File: src/rtl/scan_pkg.sv
// Shared types, defaults and helpers for the multi-pattern scan controller.
package scan_pkg;

  localparam int DEF_LEN_W    = 20;
  localparam int DEF_PAT_W    = 8;
  localparam int DEF_MAX_CAP  = 4;
  localparam int DEF_DIV_LOG2 = 2;
  localparam int DEF_GAP_CYC  = 4;
  localparam int DEF_RST_CYC  = 8;

  typedef enum logic [3:0] {
    IDLE,
    SUBRST,
    LOAD,
    GAP_F,
    CAP,
    GAP_R,
    UNLOAD,
    DONE,
    ABORT
  } scan_state_t;

  // A zero burst length still means one capture pulse; longer bursts saturate.
  function automatic int clamp_cap(input int n, input int max_cap);
    if (n < 1) return 1;
    if (n > max_cap) return max_cap;
    return n;
  endfunction

endpackage

File: src/rtl/scan_ctrl_multi_shift_gen.sv
// Divided shift clock for a run of len bits; shared by the load and unload phases.
module scan_shift_gen #(
  parameter int LEN_W    = 20,
  parameter int DIV_LOG2 = 2
) (
  input  logic             clk,
  input  logic             rst,
  input  logic             run,
  input  logic [LEN_W-1:0] len,
  output logic             tck,
  output logic             done
);

  localparam int PH_W = DIV_LOG2 + 1;

  logic [PH_W-1:0]  ph;
  logic [LEN_W-1:0] rem;

  // Phase counter: low half then high half of each bit; parked at zero when idle.
  always_ff @(posedge clk or posedge rst) begin
    if (rst)       ph <= '0;
    else if (!run) ph <= '0;
    else           ph <= ph + PH_W'(1);
  end

  // Remaining-bit down-counter, reloaded whenever the generator is idle.
  always_ff @(posedge clk or posedge rst) begin
    if (rst)       rem <= '0;
    else if (!run) rem <= len;
    else if (&ph)  rem <= rem - LEN_W'(1);
  end

  assign tck  = ph[DIV_LOG2];
  assign done = (&ph) && (rem == LEN_W'(1));

endmodule

File: src/rtl/scan_ctrl_multi.sv
// Scan/capture controller: sub-block reset, multi-pattern load/capture loop,
// final unload and lock-loss abort.
//
//   state  | meaning
//   IDLE   | waiting for start with lock present
//   SUBRST | sub_rst held for RST_CYC cycles
//   LOAD   | shifting scan_len bits in, test_se = 1
//   GAP_F  | dead time before capture, test_se = 0
//   CAP    | capture burst of cap_num pulses
//   GAP_R  | dead time after capture, test_se = 1
//   UNLOAD | final shift of scan_len bits
//   DONE   | one cycle, scan_done set
//   ABORT  | one cycle after lock loss, abort set
module scan_ctrl_multi
  import scan_pkg::*;
#(
  parameter int LEN_W    = DEF_LEN_W,
  parameter int PAT_W    = DEF_PAT_W,
  parameter int MAX_CAP  = DEF_MAX_CAP,
  parameter int DIV_LOG2 = DEF_DIV_LOG2,
  parameter int GAP_CYC  = DEF_GAP_CYC,
  parameter int RST_CYC  = DEF_RST_CYC
) (
  input  logic                           clk,
  input  logic                           rst,
  input  logic                           start,
  input  logic                           lock,
  input  logic [LEN_W-1:0]               scan_len,
  input  logic [PAT_W-1:0]               pat_num,
  input  logic [$clog2(MAX_CAP+1)-1:0]   cap_num,
  output logic                           tck,
  output logic                           test_se,
  output logic                           sub_rst,
  output logic                           busy,
  output logic                           scan_done,
  output logic                           abort,
  output logic [PAT_W-1:0]               pat_cnt
);

  localparam int CAP_W   = $clog2(MAX_CAP + 1);
  localparam int TMR_A   = (RST_CYC > GAP_CYC) ? RST_CYC : GAP_CYC;
  localparam int TMR_MAX = (TMR_A > 2 * MAX_CAP) ? TMR_A : 2 * MAX_CAP;
  localparam int TMR_W   = $clog2(TMR_MAX + 1);

  scan_state_t      state, state_next;
  logic             lock_m, lock_s;
  logic [LEN_W-1:0] len_q;
  logic [PAT_W-1:0] pat_num_q;
  logic [CAP_W-1:0] cap_q;
  logic [TMR_W-1:0] tmr;
  logic             tmr_end;
  logic             accept;
  logic             shift_run, shift_tck, shift_done;
  logic             cap_tck;
  logic [PAT_W:0]   pat_inc;
  logic             more_pat;

  assign tmr_end  = (tmr == '0);
  assign pat_inc  = {1'b0, pat_cnt} + (PAT_W+1)'(1);
  assign more_pat = (pat_inc < {1'b0, pat_num_q});

  // Two-flop synchroniser for the asynchronous ADPLL lock.
  always_ff @(posedge clk or posedge rst) begin
    if (rst) begin
      lock_m <= 1'b0;
      lock_s <= 1'b0;
    end else begin
      lock_m <= lock;
      lock_s <= lock_m;
    end
  end

  // State register.
  always_ff @(posedge clk or posedge rst) begin
    if (rst) state <= IDLE;
    else     state <= state_next;
  end

  // Next-state logic; a zero shift length skips LOAD/UNLOAD entirely.
  always_comb begin
    state_next = state;
    accept     = 1'b0;
    unique case (state)
      IDLE: begin
        if (start && lock_s) begin
          state_next = SUBRST;
          accept     = 1'b1;
        end
      end
      SUBRST: begin
        if (tmr_end) begin
          if (pat_num_q == '0)    state_next = DONE;
          else if (len_q == '0)   state_next = GAP_F;
          else                    state_next = LOAD;
        end
      end
      LOAD:   if (shift_done) state_next = GAP_F;
      GAP_F:  if (tmr_end)    state_next = CAP;
      CAP:    if (tmr_end)    state_next = GAP_R;
      GAP_R: begin
        if (tmr_end) begin
          if (more_pat) state_next = (len_q == '0) ? GAP_F : LOAD;
          else          state_next = (len_q == '0) ? DONE  : UNLOAD;
        end
      end
      UNLOAD: if (shift_done) state_next = DONE;
      DONE:   state_next = IDLE;
      ABORT:  state_next = IDLE;
      default: state_next = IDLE;
    endcase
    if (!lock_s && (state != IDLE) && (state != DONE) && (state != ABORT))
      state_next = ABORT;
  end

  // Phase timer for SUBRST, the gaps and the capture burst; reloaded on every state change.
  always_ff @(posedge clk or posedge rst) begin
    if (rst) begin
      tmr <= '0;
    end else if (state_next != state) begin
      case (state_next)
        SUBRST:       tmr <= TMR_W'(RST_CYC - 1);
        GAP_F, GAP_R: tmr <= TMR_W'(GAP_CYC - 1);
        CAP:          tmr <= TMR_W'({cap_q, 1'b0}) - TMR_W'(1);
        default:      tmr <= '0;
      endcase
    end else if (!tmr_end) begin
      tmr <= tmr - TMR_W'(1);
    end
  end

  // Run configuration, captured on the accepting cycle.
  always_ff @(posedge clk or posedge rst) begin
    if (rst) begin
      len_q     <= '0;
      pat_num_q <= '0;
      cap_q     <= '0;
    end else if (accept) begin
      len_q     <= scan_len;
      pat_num_q <= pat_num;
      cap_q     <= CAP_W'(clamp_cap(int'(cap_num), MAX_CAP));
    end
  end

  // Pattern counter and sticky completion/abort flags.
  always_ff @(posedge clk or posedge rst) begin
    if (rst) begin
      pat_cnt   <= '0;
      scan_done <= 1'b0;
      abort     <= 1'b0;
    end else if (accept) begin
      pat_cnt   <= '0;
      scan_done <= 1'b0;
      abort     <= 1'b0;
    end else begin
      if (state == GAP_R && tmr_end && state_next != ABORT)
        pat_cnt <= pat_inc[PAT_W-1:0];
      if (state_next == DONE)  scan_done <= 1'b1;
      if (state_next == ABORT) abort     <= 1'b1;
    end
  end

  // Capture clock: high on the first CAP cycle, toggling at clk/2, forced low on exit.
  always_ff @(posedge clk or posedge rst) begin
    if (rst) cap_tck <= 1'b0;
    else     cap_tck <= (state_next == CAP) && !cap_tck;
  end

  // The shift generator only runs while staying inside a shift state, so it
  // starts at phase zero on entry and drops tck on the same edge we leave.
  assign shift_run = ((state == LOAD)      || (state == UNLOAD)) &&
                     ((state_next == LOAD) || (state_next == UNLOAD));

  scan_shift_gen #(
    .LEN_W    (LEN_W),
    .DIV_LOG2 (DIV_LOG2)
  ) u_shift (
    .clk  (clk),
    .rst  (rst),
    .run  (shift_run),
    .len  (len_q),
    .tck  (shift_tck),
    .done (shift_done)
  );

  assign tck = shift_tck | cap_tck;

  // Per-state control outputs.
  always_comb begin
    test_se = 1'b0;
    sub_rst = 1'b0;
    busy    = 1'b0;
    unique case (state)
      SUBRST:               begin sub_rst = 1'b1; busy = 1'b1; end
      LOAD, UNLOAD, GAP_R:  begin test_se = 1'b1; busy = 1'b1; end
      GAP_F, CAP:           busy = 1'b1;
      default:              ;
    endcase
  end

endmodule

File: config.mk
export PLATFORM = sky130hd
export DESIGN_NAME = scan_ctrl_multi
export DESIGN_NICKNAME = d
export VERILOG_FILES = /design/src/rtl/scan_pkg.sv /design/src/rtl/scan_ctrl_multi_shift_gen.sv /design/src/rtl/scan_ctrl_multi.sv
export SDC_FILE = /design/constraint.sdc
export NUM_CORES = 1
export LEC_CHECK = 0
export BUFFER_PORTS_ARGS = -buffer_cell sky130_fd_sc_hd__buf_2
export CORE_MARGIN = 1.5
export CORE_UTILIZATION = 55
export DETAILED_ROUTE_END_ITERATION = 12
export PLACE_DENSITY = 0.76
export RECOVER_POWER = 50
export SYNTH_ARGS = -nofsm -noshare
export SYNTH_HDL_FRONTEND = slang
export SYNTH_SLANG_ARGS = --single-unit
File: constraint.sdc
create_clock -name clk -period 3.6 [get_ports clk]
set_input_delay 0.18 -clock clk [delete_from_list [all_inputs] [get_ports clk]]
set_output_delay 0.18 -clock clk [all_outputs]
set_load 0.01 [all_outputs]
; Word level (Yosys, flattened, before mapping)
; Cells that the tools add are included.
[word_totals]
word_cells = 107
output_inout_bits = 14
ff_bits = 75
in_bits = 35
[op_classes]
bitwise_logic = 1
eq_ne = 21
n_reduce_logical = 25
n_lt_le_gt_ge = 3
n_addsub = 5
mux = 39
[op_table]
columns = op, n
row1 = two-way mux 4 bit, 11
row2 = two-way mux 20 bit, 2
row3 = "equality test 4 x 3 -> 1 bit, second input constant", 7
row4 = case mux 4 bit (7 select lines), 1
row5 = "equality test 20 x 1 -> 1 bit, second input constant", 1
row6 = logical NOT 20 bit, 1
row7 = "subtractor 20 x 1 -> 20 bit, second input constant", 1
row8 = two-way mux 1 bit, 17
row9 = "equality test 4 x 2 -> 1 bit, second input constant", 4
row10 = two-way mux 8 bit, 2
row11 = two-way mux 3 bit, 5
row12 = case mux 4 bit (3 select lines), 1
row13 = "adder 8 x 1 -> 9 bit, second input constant", 1
row14 = logical AND 1 bit, 9
row15 = less-than comparator 9 x 8 -> 1 bit, 1
row16 = "equality test 4 x 1 -> 1 bit, second input constant", 2
row17 = logical NOT 4 bit, 2
row18 = logical NOT 8 bit, 1
row19 = "inequality test 4 bit, second input constant", 2
row20 = "subtractor 4 x 1 -> 4 bit, second input constant", 2
row21 = nonzero test 2 bit, 3
row22 = OR reduction 6 bit, 1
row23 = "equality test 4 bit, second input constant", 1
row24 = "inequality test 4 x 3 -> 1 bit, second input constant", 1
row25 = 13 further kinds, 15

; Logic depth before layout (Yosys ltp)
; Gate-level depths: netlist of run 1.
[logic_depth]
ltp_word = 10
mapped_depth = 11
mapped_depth_nobuf = 11

; By module
; Synthesis of run 1 repeated with hierarchy kept, for this count alone.
[hier_totals]
hier_cells = 408
hier_area_um2 = 4073.9
[modules_own_cells]
columns = mod, n_inst, area_per_inst_um2, cells_per_inst, seq_area_each_um2
row1 = scan_ctrl_multi, 1, 2806.4, 269, 1301.2
row2 = scan_shift_gen, 1, 1267.5, 139, 575.6

; Least setup slack after synthesis of run 1
; OpenSTA, ideal clock, no wires.
[synth_path]
kind = register to register
start = register pat_cnt[0]
end = register tmr[1]
setup_ns = 0.131
path_slack_ns = 0.943
path_buffers = 0
synth_period_minus_slack_ns = 2.657
required_time_ns = 3.469
stages_incl_launch_ff = 12
arrival_ns = 2.526
cell_sequence = dfrtp_1 > ha_1 > nand3_1 > nor2_1 > xor2_1 > ha_1 > a21oi_1 > nor2b_1 > o41ai_1 > a31oi_1 > a32oi_1 > mux2i_1
[synth_between]
elab_chain_cells = 10
word_cells_on_any_way = 15
classes_between = add/sub (1) / order compare (1) / eq/ne (6) / mux (6) / reduce/logical (1)
[synth_lines]
columns = element, line_no
row1 = from (decl), scan_ctrl_multi.sv:37  ; output logic [PAT_W-1:0] pat_cnt
row2 = from (signal assigned), scan_ctrl_multi.sv:156  ; pat_cnt <= pat_inc[PAT_W-1:0];
row3 = adder 8 x 1 -> 9 bit *, scan_ctrl_multi.sv:59  ; assign pat_inc = {1'b0, pat_cnt} + (PAT_W+1)'(1);
row4 = less-than comparator 9 x 8 -> 1 bit *, scan_ctrl_multi.sv:60  ; assign more_pat = (pat_inc < {1'b0, pat_num_q});
row5 = two-way mux 4 bit *, scan_ctrl_multi.sv:102  ; if (more_pat) state_next = (len_q == '0) ? GAP_F : LOAD;
row6 = two-way mux 4 bit *, scan_ctrl_multi.sv:101  ; if (tmr_end) begin
row7 = case mux 4 bit (7 select lines) *, scan_ctrl_multi.sv:83  ; unique case (state)
row8 = two-way mux 4 bit *, scan_ctrl_multi.sv:111  ; if (!lock_s && (state != IDLE) && (state != DONE) && (state != ABORT))
row9 = equality test 4 x 2 -> 1 bit / equality test 4 x 3 -> 1 bit (equally long branches), scan_ctrl_multi.sv:120  ; case (state_next)
row10 = OR reduction 2 bit, scan_ctrl_multi.sv:120
row11 = case mux 4 bit (3 select lines), scan_ctrl_multi.sv:120
row12 = two-way mux 4 bit, scan_ctrl_multi.sv:119  ; end else if (state_next != state) begin
row13 = to (signal assigned), scan_ctrl_multi.sv:121  ; SUBRST: tmr <= TMR_W'(RST_CYC - 1);
row14 = to (signal assigned), scan_ctrl_multi.sv:122  ; GAP_F, GAP_R: tmr <= TMR_W'(GAP_CYC - 1);
row15 = to (signal assigned), scan_ctrl_multi.sv:123  ; CAP: tmr <= TMR_W'({cap_q, 1'b0}) - TMR_W'(1);
row16 = to (decl), scan_ctrl_multi.sv:50  ; logic [TMR_W-1:0] tmr;
; Every way passes the cells marked *; elsewhere a longest branch is shown, timed or not.
; A chain may end at the register's enable or synchronous reset.

; Worst setup path in the final report of run 1
[layout_path]
start = register tmr[0]
end = register u_shift.rem[12]
[layout_between]
elab_chain_cells = 8
word_cells_on_any_way = 13
classes_between = eq/ne (3) / mux (7) / reduce/logical (3)
[layout_lines]
columns = element, line_no
row1 = logical NOT 4 bit *, scan_ctrl_multi.sv:58  ; assign tmr_end = (tmr == '0);
row2 = "two-way mux 4 bit, on equally long branches", n/a
row3 = case mux 4 bit (7 select lines) *, scan_ctrl_multi.sv:83
row4 = two-way mux 4 bit *, scan_ctrl_multi.sv:111
row5 = equality test 4 x 2 -> 1 bit / equality test 4 x 3 -> 1 bit (equally long branches), scan_ctrl_multi.sv:171  ; ((state_next == LOAD) || (state_next == UNLOAD));
row6 = logical OR 1 bit *, scan_ctrl_multi.sv:171
row7 = logical AND 1 bit *, scan_ctrl_multi.sv:170  ; assign shift_run = ((state == LOAD) || (state == UNLOAD)) &&
row8 = inequality test 2 bit (no source line) / two-way mux 20 bit (equally long branches), n/a
row9 = to (signal assigned), scan_ctrl_multi_shift_gen.sv:29  ; else if (!run) rem <= len;
row10 = to (signal assigned), scan_ctrl_multi_shift_gen.sv:30  ; else if (&ph) rem <= rem - LEN_W'(1);
row11 = to (decl), scan_ctrl_multi_shift_gen.sv:17  ; logic [LEN_W-1:0] rem;
; Marked as above.

==> metrics.md, run 1 <==
| Metric | Value |
|---|---|
| Final Cycle Share | `83.8%` |
| Slew Limit Headroom | `15.2%` |
| Max Slew Vio Count | `0` |
| Share of the synthesized area in the top cell type | `45.6%` |
| Mapped Cells | `453` |
| Longest Clk Path Bufs | `2` |
| Area delta synth->final | `14.5%` |
| RSZ-0062 raised after global routing | `false` |
| Area leader, netlist | `dfrtp_1` |
| Hold crit path type | `in2reg` |
| Inserted Clock Buffers | `9` |
| Fin util | `65.0%` |
| Yosys warns | `0` |
| Primary FF master, synth | `dfrtp_1` |
| Placed insts | `589` |
| Fillers | `647` |
| Worst-path maximum fanout | `22` |
| Cell chosen for the clock root | `clkbuf_8` |
| Worst-path clk slew | `0.08 ns` |
| First-pass GRT wire length | `15,000 microns` |
| DRC viols | `0` |
| Number of diodes | `0` |
| Largest cells by area after synthesis | `dfrtp_1 46%, nand2_1 8.4%, ha_1 4.3%` |
| Max-cap viol count | `0` |
| Initial Utilization | `56.8%` |
| Number of global-route vias before repair | `3,284` |
| Post-Syn Nets | `502` |
| Drt via density | `5.56` |
| Clk_lat worst skew | `0.35 ns` |
| Most frequent cells in the layout | `92 x nand2_1, 75 x dfrtp_1, 40 x nor2_1, 37 x buf_2, 27 x a21oi_1` |
| Status | `completed` |
| Yosys reg bits | `75` |
| Hold_buf cts | `7` |
| Global placer's final weighted congestion | `0.900` |
| Core area | `7250 sq um` |
| Post-synth EDFFs | `0` |
| First-pass DRT Iterations | `5` |
| Post-DP HPWL | `6390 microns` |
| Final setup margin | `0.582 ns` |
| Gr ovfl total | `0` |
| Per-cell routed wire length | `14.7 microns` |
| CP Class | `reg2reg` |
| CP Data Required Time | `3.88 ns` |
| Commonest non-fill, non-tap cell in the layout | `nand2_1` |
| IO Count | `49` |
| Sum Neg Setup Slack | `0 ns` |
| PostCTS Resize Cnt | `0` |
| Pin count of the biggest net entering global routing | `44` |
| Setup Slack @ Placement | `0.605 ns` |
| Unique masters post-synth | `62` |
| Worst clock skew | `0.00739 ns` |
| Fraction of registers with async set/reset | `100%` |
| Port bufs | `48` |
| H-tree Lvls | `3` |
| Pwr Density | `716 nW/um^2` |
| CP Capture Type | `flip-flop` |
| Post-CTS Repair Setup Buffers | `0` |
| Final ANT Viol Nets | `0` |
| Post-route minimum period | `3.02 ns` |
| Peak VDD IR | `397 uV` |
| Max Clock Freq | `0.331 GHz` |
| Layout cells sized above 1 | `15.8%` |
| Routed WL | `8980 microns` |
| Seq/Total Area, Yosys | `45.6%` |
| DR vias | `3,405` |
| Row Count | `31` |
| Die ar. | `8010 sq um` |
| Chip height | `89.5 microns` |
| Mapped Area | `4120 sq um` |
| CTS tree | `built` |
| # nets final | `557` |
| TritonCTS Sinks | `75` |
| Global-route usage over all layers | `24.7%` |
| Least-Margin Pin Slew | `1.27 ns` |
| P_leak | `2.18 nW` |
| Startpoint Class | `flip-flop` |
| Syn avg cell area | `9.09 sq um` |
| DIE WIDTH | `89.5 microns` |
| Initial antenna violation count | `0` |
| Hold Fails Final Rpt | `0` |
| Final std cells w/o fill | `612` |
| Final setup viols | `0` |
| Worst EP arrival | `3.30 ns` |
| Detailed Route Iter0 Violations | `158` |
kinds of logic after synthesis:
logic type,after synthesis,synth area share [%]
DFF,75,45.6
adders and majority gates,14,4.26
xor gates and xnor gates,27,5.74
AOI/OAI and AO/OA,75,11.9
buffers and inverters,37,3.83
muxes,5,1.28
and+or+nand+nor,220,27.4
cells in the mapped netlist, types with 10 or more instances:
master / instances
nor3_1: 10
nand2_1: 92
o21ai_0: 20
inv_1: 18
a21oi_1: 27
xnor2_1: 13
nor2_1: 40
ha_1: 14
xor2_1: 14
clkbuf_1: 11
dfrtp_1: 75
nand3_1: 18
power breakdown:
| part | switching, mW | internal (mW) |
|---|---|---|
| Combinational | 0.706 | 0.528 |
| Sequential | 0.316 | 1.16 |
| Clock | 0.320 | 0.342 |
through the flow:
stage | power (mW) | hold WS, ns | cell area, sq um
after global routing | 3.64 | 0.0104 | 4710
after floorplan | 2.36 | 0.211 | 4120
after global placement | 2.66 | 0.292 | 4460
after CTS | 3.39 | 0.00000916 | 4730
after detailed placement | 2.71 | 0.291 | 4460
final | 3.37 | 0.00964 | 4710
per-layer routing:
layer / vias up / wire length [microns] / global-route usage (%)
li1: 1676 / - / -
met1: 1613 / 4180 / 35.2
met2: 105 / 4170 / 38.1
met3: 11 / 516 / 5.45
met4: 0 / 110 / 7.27
met5: - / 0 / 0
final cells by class:
class	count	area (sq um)	share of cell area, %
multi-input combinational	341	2090	44.4
sequential	75	1880	39.8
timing repair buffer	63	350	7.43
clock buffer	11	141	3.00
tap	99	124	2.63
inverter	18	67.6	1.43
clock inverter	5	61.3	1.30
path summary, 6_finish.rpt:
kind                               startpoint  slack [ns]                          end  depth (start not counted)
max                        tmr[0]$_DFFE_PP0P_        0.58  u_shift.rem[12]$_DFFE_PP0P_                          9
min                              scan_len[11]        0.01        len_q[11]$_DFFE_PP0P_                          3
max reg2reg                tmr[0]$_DFFE_PP0P_        0.58  u_shift.rem[12]$_DFFE_PP0P_                          9
min reg2reg                  lock_m$_DFF_PP0_        0.36             lock_s$_DFF_PP0_                          0
max in group asynchronous                 rst        1.20   u_shift.rem[0]$_DFFE_PP0P_                          4
min in group asynchronous                 rst        0.71         len_q[8]$_DFFE_PP0P_                          3
sequential cells by signal, indices dropped and copies added, names as in the netlist:
signal / cells
u_shift.rem: 20
pat_num_q: 8
state: 4
u_shift.ph: 3
lock_m: 1
abort: 1
lock_s: 1
scan_done: 1
len_q: 20
cap_q: 3
pat_cnt: 8
tmr: 4
cap_tck: 1
critical path, cell delays in order (launching register included):
cell and delay (ns):
dfrtp_1 0.36, inv_1 0.10, ha_1 0.25, or3b_1 0.49, nand2_1 0.11, o21ai_1 0.18
nor4_4 0.87, buf_4 0.39, nor2_1 0.06, a21oi_1 0.12
Power figures use the tool's default switching activity.
==> inputs of run 2 (changes only) <==
- CORE_UTILIZATION: 55 -> 53
- PLACE_DENSITY: 0.76 -> 0.77
- clock period: 3.6 -> 2.44 ns (I/O delays scaled with it)
==> metrics.md, run 2 (synthesis gave the netlist of run 1 again) <==
| Metric | Value |
|---|---|
| Status | `complete, but fails checks` |
| Failing checks | `setup timing` |
| Post-DP HPWL | `6730 microns` |
| Global-route usage over all layers | `25.3%` |
| First-pass GRT wire length | `16,700 microns` |
| Hold crit path type | `in2reg` |
| Worst reg2reg path startpoint | `pat_cnt[1]$_DFFE_PP0P_` |
| Sum Neg Setup Slack | `-0.785 ns` |
| TritonCTS Sinks | `75` |
| Chip height | `91.1 microns` |
| Worst EP arrival | `2.84 ns` |
| Fillers | `510` |
| Cell chosen for the clock root | `clkbuf_8` |
| Longest Clk Path Bufs | `2` |
| Hold path depth | `3` |
| Crit path from | `pat_cnt[1]$_DFFE_PP0P_` |
| DRC viols | `0` |
| H-tree Lvls | `3` |
| First-pass DRT Iterations | `5` |
| Worst-path maximum fanout | `4` |
| Gr ovfl total | `0` |
| DR vias | `3,730` |
| RSZ-0062 raised after global routing | `true` |
| IO Count | `49` |
| Commonest non-fill, non-tap cell in the layout | `nand2_1` |
| Total power draw | `5.43 mW` |
| DIE WIDTH | `91.1 microns` |
| Placed cell area | `4670 sq um` |
| Global placer's final weighted congestion | `0.850` |
| Area delta synth->final | `32.2%` |
| Row Count | `31` |
| Final setup viols | `7` |
| Startpoint Class | `flip-flop` |
| Peak VDD IR | `551 uV` |
| Number of global-route vias before repair | `3,591` |
| # nets final | `614` |
| Hold slack final | `0.00810 ns` |
| Clk_lat worst skew | `0.36 ns` |
| Routed WL | `10,400 microns` |
| Initial Utilization | `55.9%` |
| Final std cells w/o fill | `669` |
| Post-route minimum period | `2.61 ns` |
| Worst clock skew | `0.0127 ns` |
| Hold path start | `scan_len[3]` |
| Pwr Density | `998 nW/um^2` |
| Reg2reg path depth | `12` |
| Pin count of the biggest net entering global routing | `47` |
| Hold EP | `len_q[3]$_DFFE_PP0P_` |
| Inserted Clock Buffers | `9` |
| Worst r2r dst | `tmr[1]$_DFFE_PP0P_` |
| Per-cell routed wire length | `15.6 microns` |
| CP Capture Type | `flip-flop` |
| Max Slew Vio Count | `0` |
| Least-Margin Pin Slew | `1.20 ns` |
| Fin util | `73.8%` |
| Worst-path clk slew | `0.08 ns` |
| Port bufs | `48` |
| R2R setup slack | `-0.17 ns` |
| Final ANT Viol Nets | `0` |
| Initial antenna violation count | `0` |
| Core area | `7370 sq um` |
| Setup Slack @ Placement | `-0.0949 ns` |
| Placed insts | `612` |
| P_leak | `2.54 nW` |
| Final Cycle Share | `107%` |
| Most frequent cells in the layout | `92 x nand2_1, 74 x dfrtp_1, 46 x buf_2, 38 x buf_4` |
| Detailed Route Iter0 Violations | `201` |
| Final setup margin | `-0.166 ns` |
| Max Clock Freq | `0.384 GHz` |
| Drt via density | `5.58` |
| Hold Fails Final Rpt | `0` |
| CTS tree | `built` |
| Number of diodes | `0` |
| Die ar. | `8300 sq um` |
| Slew Limit Headroom | `19.8%` |
| Max-cap viol count | `0` |
| CP Class | `reg2reg` |
| Layout cells sized above 1 | `28.2%` |
| Final Instance Area | `5440 sq um` |
| Leading registers by flop count | `len_q x20, u_shift.rem x20` |
| CP Data Required Time | `2.67 ns` |
==> run 2: changes by cell type in the layout (fill, tap and decap cells not counted), sizes merged <==
cell	before	now
clkinvlp	3	0
clkinv	0	1
inv	19	21
clkbuf	24	13
buf	43	88
dlygate4sd3	7	30
==> run 2: worst max-delay path, cell delays in order (launching register included) <==
cell and delay, ns:
dfrtp_1 0.42, ha_4 0.16, nand3_2 0.12, nor2_4 0.15
xor2_1 0.17, ha_1 0.28, a21oi_2 0.16, nor2b_2 0.07
o41ai_2 0.34, buf_4 0.19, a31oi_4 0.10, a32oi_1 0.23
mux2i_1 0.09
==> run 2: area by class of cell <==
class                           instances  area [sq um]  share of cell area [%]
Timing Repair Buffer                  120           877                    16.1
Clock buffer                           11           151                    2.78
Multi-Input combinational cell        341          2280                    41.9
Clock inverter                          5          65.1                    1.20
Sequential cell                        75          1880                    34.5
Tap cell                               99           124                    2.28
Inverter                               18          67.6                    1.24
==> run 2: routing by layer <==
layer	global-route usage, %	vias up	share of wire [%]
met4	5.99	0	0.82
met3	4.94	11	3.7
met5	0	-	0
met2	43.2	97	51
met1	33.3	1828	45
li1	-	1794	-
==> run 2: how the worst max path moves through the flow <==
stage | endpoint | slack (ns) | cells past startpoint
6_report | tmr[1]$_DFFE_PP0P_ | -0.17 | 12
2_1_floorplan | tmr[1]$_DFFE_PP0P_ | -0.03 | 11
3_3_place_gp | tmr[2]$_DFFE_PP0P_ | -0.01 | 10
4_1_cts | tmr[2]$_DFFE_PP0P_ | -0.03 | 10
3_5_place_dp | tmr[1]$_DFFE_PP0P_ | -0.09 | 10
5_1_grt | tmr[1]$_DFFE_PP0P_ | -0.34 | 12
==> run 2: power by group <==
group | total (mW) | switching, mW | internal (mW)
Sequential | 2.21 | 0.494 | 1.71
Combinational | 2.19 | 1.17 | 1.02
Clock | 1.03 | 0.491 | 0.541
==> run 2: timing repair <==
action | 4_1_cts | 5_1_grt
hold buffers | 30 | 0
buffers inserted | 1 | 8
endpoints found under the setup margin | 8 | 30
pin swaps | 2 | 8
hold endpoints to repair | 58 | 0
gates resized for setup | 7 | 37
cloned | 0 | 2
